[src/rtl/ram_arb_pkg.sv]
// Shared types and constants for the two-port RAM sequencing controller.
// Consumed by ram_arb_grant and ram_arbiter.
`timescale 1ns/1ps
package ram_arb_pkg;

  localparam int DEF_ADDR_W = 9;
  localparam int DEF_DATA_W = 32;

  localparam logic PORT_CPU = 1'b0;
  localparam logic PORT_IO  = 1'b1;

  typedef enum logic [1:0] {
    IDLE   = 2'd0,
    ACCESS = 2'd1,
    DONE   = 2'd2
  } state_e;

  // Returns {write, read}; exactly one bit is set for any access.
  function automatic logic [1:0] access_strobes(input logic we);
    return {we, ~we};
  endfunction

endpackage

[src/rtl/ram_arb_grant.sv]
// Picks the winning port among pending requests.
// RAM_ARB_RR_EN selects round-robin; otherwise port 0 has fixed priority.
`timescale 1ns/1ps
module ram_arb_grant
  import ram_arb_pkg::*;
(
  input  logic clk,
  input  logic clr,
  input  logic req0,
  input  logic req1,
  input  logic advance,
  output logic winner
);

`ifdef RAM_ARB_RR_EN
  logic last_r;

  // Remember the last granted port; reset to PORT_IO so port 0 wins first.
  always_ff @(posedge clk) begin
    if (clr) begin
      last_r <= PORT_IO;
    end else if (advance) begin
      last_r <= winner;
    end else begin
      last_r <= last_r;
    end
  end

  // On contention hand the grant to the port that did not win last time.
  always_comb begin
    winner = PORT_CPU;
    if (req0 && req1) begin
      winner = ~last_r;
    end else if (req1) begin
      winner = PORT_IO;
    end else begin
      winner = PORT_CPU;
    end
  end
`else
  logic unused_s;
  assign unused_s = ^{clk, clr, advance};

  // Port 0 wins whenever it is requesting.
  always_comb begin
    winner = PORT_CPU;
    if (req1 && !req0) begin
      winner = PORT_IO;
    end else begin
      winner = PORT_CPU;
    end
  end
`endif

endmodule

[src/rtl/ram_arbiter.sv]
// Shares one 512x32 RAM between a CPU port and an I/O port, one access at a time.
// Define RAM_ARB_RR_EN for round-robin arbitration (default: port 0 priority).
`timescale 1ns/1ps
module ram_arbiter
  import ram_arb_pkg::*;
#(
  parameter int ADDR_W = DEF_ADDR_W,
  parameter int DATA_W = DEF_DATA_W
) (
  input  logic              clk,
  input  logic              clr,
  input  logic              p0_req,
  input  logic              p0_we,
  input  logic [ADDR_W-1:0] p0_addr,
  input  logic [DATA_W-1:0] p0_wdata,
  output logic              p0_ack,
  output logic [DATA_W-1:0] p0_rdata,
  input  logic              p1_req,
  input  logic              p1_we,
  input  logic [ADDR_W-1:0] p1_addr,
  input  logic [DATA_W-1:0] p1_wdata,
  output logic              p1_ack,
  output logic [DATA_W-1:0] p1_rdata,
  output logic              ram_read,
  output logic              ram_write,
  output logic [ADDR_W-1:0] ram_addr,
  output logic [DATA_W-1:0] ram_wdata,
  input  logic [DATA_W-1:0] ram_rdata,
  output logic              busy,
  output logic              grant_id
);

  state_e            state_r, state_next_s;
  logic              advance_s, winner_s;
  logic              grant_r, grant_s;
  logic              we_r, we_s;
  logic [ADDR_W-1:0] addr_r, addr_s;
  logic [DATA_W-1:0] wdata_r, wdata_s;
  logic              ram_read_r, ram_read_s, ram_write_r, ram_write_s;
  logic              p0_ack_r, p0_ack_s, p1_ack_r, p1_ack_s;
  logic [DATA_W-1:0] p0_rdata_r, p0_rdata_s, p1_rdata_r, p1_rdata_s;
  logic              busy_r, busy_s;

  assign advance_s = (state_r == IDLE) && (p0_req || p1_req);

  ram_arb_grant u_grant (
    .clk     (clk),
    .clr     (clr),
    .req0    (p0_req),
    .req1    (p1_req),
    .advance (advance_s),
    .winner  (winner_s)
  );

  // State register.
  always_ff @(posedge clk) begin
    if (clr) begin
      state_r <= IDLE;
    end else begin
      state_r <= state_next_s;
    end
  end

  // Next-state logic: a fixed three-cycle walk once a request is taken.
  always_comb begin
    state_next_s = IDLE;
    case (state_r)
      IDLE: begin
        if (p0_req || p1_req) begin
          state_next_s = ACCESS;
        end else begin
          state_next_s = IDLE;
        end
      end
      ACCESS:  state_next_s = DONE;
      DONE:    state_next_s = IDLE;
      default: state_next_s = IDLE;
    endcase
  end

  // Output logic: next values for every registered output.
  always_comb begin
    p0_ack_s   = 1'b0;
    p1_ack_s   = 1'b0;
    p0_rdata_s = p0_rdata_r;
    p1_rdata_s = p1_rdata_r;
    busy_s     = (state_next_s != IDLE);

    if (advance_s) begin
      grant_s = winner_s;
      if (winner_s == PORT_IO) begin
        we_s    = p1_we;
        addr_s  = p1_addr;
        wdata_s = p1_wdata;
      end else begin
        we_s    = p0_we;
        addr_s  = p0_addr;
        wdata_s = p0_wdata;
      end
    end else begin
      grant_s = grant_r;
      we_s    = we_r;
      addr_s  = addr_r;
      wdata_s = wdata_r;
    end

    if (state_next_s == ACCESS) begin
      {ram_write_s, ram_read_s} = access_strobes(we_s);
    end else begin
      {ram_write_s, ram_read_s} = 2'b00;
    end

    // RAM read data is valid during DONE, one cycle after the read strobe.
    if (state_r == DONE) begin
      if (grant_r == PORT_IO) begin
        p1_ack_s = 1'b1;
        if (!we_r) begin
          p1_rdata_s = ram_rdata;
        end else begin
          p1_rdata_s = p1_rdata_r;
        end
      end else begin
        p0_ack_s = 1'b1;
        if (!we_r) begin
          p0_rdata_s = ram_rdata;
        end else begin
          p0_rdata_s = p0_rdata_r;
        end
      end
    end else begin
      p0_ack_s = 1'b0;
      p1_ack_s = 1'b0;
    end
  end

  // Output and transaction registers; clr abandons any access in flight.
  always_ff @(posedge clk) begin
    if (clr) begin
      grant_r     <= 1'b0;
      we_r        <= 1'b0;
      addr_r      <= {ADDR_W{1'b0}};
      wdata_r     <= {DATA_W{1'b0}};
      ram_read_r  <= 1'b0;
      ram_write_r <= 1'b0;
      p0_ack_r    <= 1'b0;
      p1_ack_r    <= 1'b0;
      p0_rdata_r  <= {DATA_W{1'b0}};
      p1_rdata_r  <= {DATA_W{1'b0}};
      busy_r      <= 1'b0;
    end else begin
      grant_r     <= grant_s;
      we_r        <= we_s;
      addr_r      <= addr_s;
      wdata_r     <= wdata_s;
      ram_read_r  <= ram_read_s;
      ram_write_r <= ram_write_s;
      p0_ack_r    <= p0_ack_s;
      p1_ack_r    <= p1_ack_s;
      p0_rdata_r  <= p0_rdata_s;
      p1_rdata_r  <= p1_rdata_s;
      busy_r      <= busy_s;
    end
  end

  assign p0_ack    = p0_ack_r;
  assign p1_ack    = p1_ack_r;
  assign p0_rdata  = p0_rdata_r;
  assign p1_rdata  = p1_rdata_r;
  assign ram_read  = ram_read_r;
  assign ram_write = ram_write_r;
  assign ram_addr  = addr_r;
  assign ram_wdata = wdata_r;
  assign busy      = busy_r;
  assign grant_id  = grant_r;

endmodule

[config.mk]
export PLATFORM = sky130hd
export DESIGN_NAME = ram_arbiter
export DESIGN_NICKNAME = d
export VERILOG_FILES = /design/src/rtl/ram_arb_pkg.sv /design/src/rtl/ram_arb_grant.sv /design/src/rtl/ram_arbiter.sv
export SDC_FILE = /design/constraint.sdc
export NUM_CORES = 1
export LEC_CHECK = 0
export CAP_MARGIN = 20
export CORE_MARGIN = 1
export CORE_UTILIZATION = 36
export DETAILED_ROUTE_END_ITERATION = 16
export PLACE_DENSITY_LB_ADDON = 0.25
export SLEW_MARGIN = 20
export SYNTH_ARGS = -nofsm -noshare
export SYNTH_HDL_FRONTEND = slang
export SYNTH_SLANG_ARGS = --single-unit
[constraint.sdc]
create_clock -name clk -period 1.3 [get_ports clk]
set_input_delay 0.13 -clock clk [delete_from_list [all_inputs] [get_ports clk]]
set_output_delay 0.13 -clock clk [all_outputs]
set_load 0.1 [all_outputs]
==> reports/summary.txt, run 1 <==
crit end category = register
remaining global-route overflow = 0
Final Hold Viols = 0
placed cell area = 8380 sq um
synthesized area = 4650 sq um
drt via density = 5.11
post-route worst setup slack = -0.118 ns
clock root buffer = clkbuf_16
worst reg2reg setup slack = -0.12 ns
Hold Buf Count CTS = 0
CP Launch Type = register
final setup TNS = -1.77 ns
H-Tree Level Count = 4
GPL Wtd Cong = 0.757
RSZ-0062 raised after global routing = yes
Starting Density = 36.8%
Pwr Density = 1350 nW/um^2
sequential area share after synthesis = 49.1%
Setup Viol. Count Final = 38
vias in the first global route = 4784
crit-path max FO = 6
slew margin rel. = 79.3%
period utilization = 109%
worst vdd ir = 0.998 mV
register area = 2340 sq um
static leakage = 0.00353 uW
Routed Antenna Nets = 0
Clock Sinks = 114
synth warn = 0
clock skew = 0.00596 ns
DRT Wirelength = 16800 um
most frequent cells in the layout = nand2_1 (195), buf_12 (122), clkdlybuf4s50_1 (118)
IO Port Bufs = 230
Die X = 116 um
ys async rst share = 0%
Bufs on Longest Clock Path = 2
Layout Nets = 900
number of buffers created by CTS = 17
Worst EP arrival = 1.75 ns
clk_lat worst skew = 0.40 ns
violations in the final reports = negative setup slack
post-synth cell types = 26
DR WL/cell = 17.4 um
Post-DP HPWL = 10800 um
Tmin final = 1.42 ns
DR pass1 iterations = 4
drt drc = 0
fmax = 0.705 GHz
initial antenna violation count = 0
utilization after layout = 75.4%
placeable core area = 12600 sq um
Setup CP Type = register to register
Hold WC Path Type = primary input to register
Worst Tran Pin Value = 0.311 ns
EDFF count, synth = 0
Post-synth top flop = dfxtp_1
number of diodes = 0
Tot Pwr = 12800 uW
Min Hold Slack = 0.116 ns
Fill cells = 844
syn_nets = 664
largest net degree at the start of global routing = 46
Die Y = 116 um
multi-input logic area = 2290 sq um
die area = 13400 sq um
global-route wire length before repair = 24400 um
Max Slew Vio Count = 0
CTS clk-pin slew, worst paths = 0.05 ns
io pins = 231
TritonCTS clock tree = built
area delta synth->final = 105%
outcome = finished, violations left
via count = 4927
gr usage total = 23.8%
number of rows in the core area = 41
worst endpoint required time = 1.63 ns
Yosys reg bits = 114
layout cells sized above 1 = 40.0%
leading cell type in the layout, fill and taps excluded = nand2_1
Mapped Cells = 544
post-layout instance area = 9510 sq um
max-cap violation count = 0
Iter 0 DRT Violations = 271
syn avg cell area = 8.54 sq um
==> routing by layer <==
metal	vias up	track usage (%)	part of all wire, %
li1	2332	-	-
met1	2364	25.7	37
met2	214	43.4	53
met5	-	0	0
met4	0	7.44	1.4
met3	17	8.37	8.6
==> path summary, 6_finish.rpt <==
path | from | endpoint | cells after the start
max | grant_id | p0_rdata[12] | 6
min | clr | state_r[0] | 2
max reg2reg | grant_id | p0_rdata[12] | 6
min reg2reg | p0_rdata[10] | p0_rdata[10] | 2
==> power breakdown <==
part,internal [uW],switching [uW]
logic,1580,2250
clock network,3470,1580
registers,3740,230
total,8790,4060
==> cell families (layout without fill, tap and decap cells) <==
kind of cell / after synthesis / in the layout / synth area share (%)
compound gates: 151 / 151 / 25.1
flops: 114 / 114 / 49.1
buf+inv: 52 / 301 / 5.92
mux: 1 / 1 / 0.215
simple gates: 226 / 226 / 19.7
==> worst max-delay path, cell delays in order (launching register included) <==
cell and delay (ns):
dfxtp_4 0.35, buf_12 0.12, nor4b_4 0.30, buf_4 0.21
clkbuf_16 0.17, nand2_2 0.06, a21oi_2 0.13
==> sequential cells by signal, indices dropped and copies added, names as in the netlist <==
signal     cells
ram_read       1
ram_addr       9
p0_rdata      32
we_r           1
p0_ack         1
grant_id       1
p1_rdata      32
ram_wdata     32
busy           1
p1_ack         1
ram_write      1
state_r        2
==> cell usage after synthesis, types with 2 or more instances <==
library cell	number	share of area [%]
nand2_1	211	17
a21oi_1	107	12
a311oi_1	2	0.38
dfxtp_1	114	49
buf_2	16	1.7
clkbuf_1	28	2.3
buf_6	8	1.9
a311oi_2	39	13
nor3b_1	2	0.32
==> through the flow <==
| step | setup WS (ns) | std cells |
|---|---|---|
| after CTS | -0.0727 | 955 |
| after detailed placement | -0.340 | 919 |
| final | -0.118 | 965 |
| after global routing | -0.137 | 965 |
| after global placement | -0.278 | 919 |
| after floorplan | -0.168 | 544 |
==> final cells by class <==
type,instances,area share (%)
clock inverters,9,1.56
clock buffers,23,5.25
multi-input cells,378,24.1
repair buffers,269,42.3
well taps,172,2.26
flip-flops and latches,114,24.6
==> what timing repair did <==
item | CTS | global route
endpoints found under the setup margin | 41 | 100
endpoints found under the hold margin | 0 | 0
gates cloned | 2 | 8
buffers inserted | 2 | 2
resized for setup | 9 | 57
pin swaps | 8 | 32
Power figures use the tool's default switching activity.
==> run 2, diff against run 1 <==
--- a/config.mk
+++ b/config.mk
@@ -5,6 +5,7 @@
 export SDC_FILE = /design/constraint.sdc
 export NUM_CORES = 1
 export LEC_CHECK = 0
+export ABC_CLOCK_PERIOD_IN_PS = 1300
 export CAP_MARGIN = 20
 export CORE_MARGIN = 1
 export CORE_UTILIZATION = 36
==> results of run 2 <==
No change in the layout: final DEF, timing and power equal those of run 1.
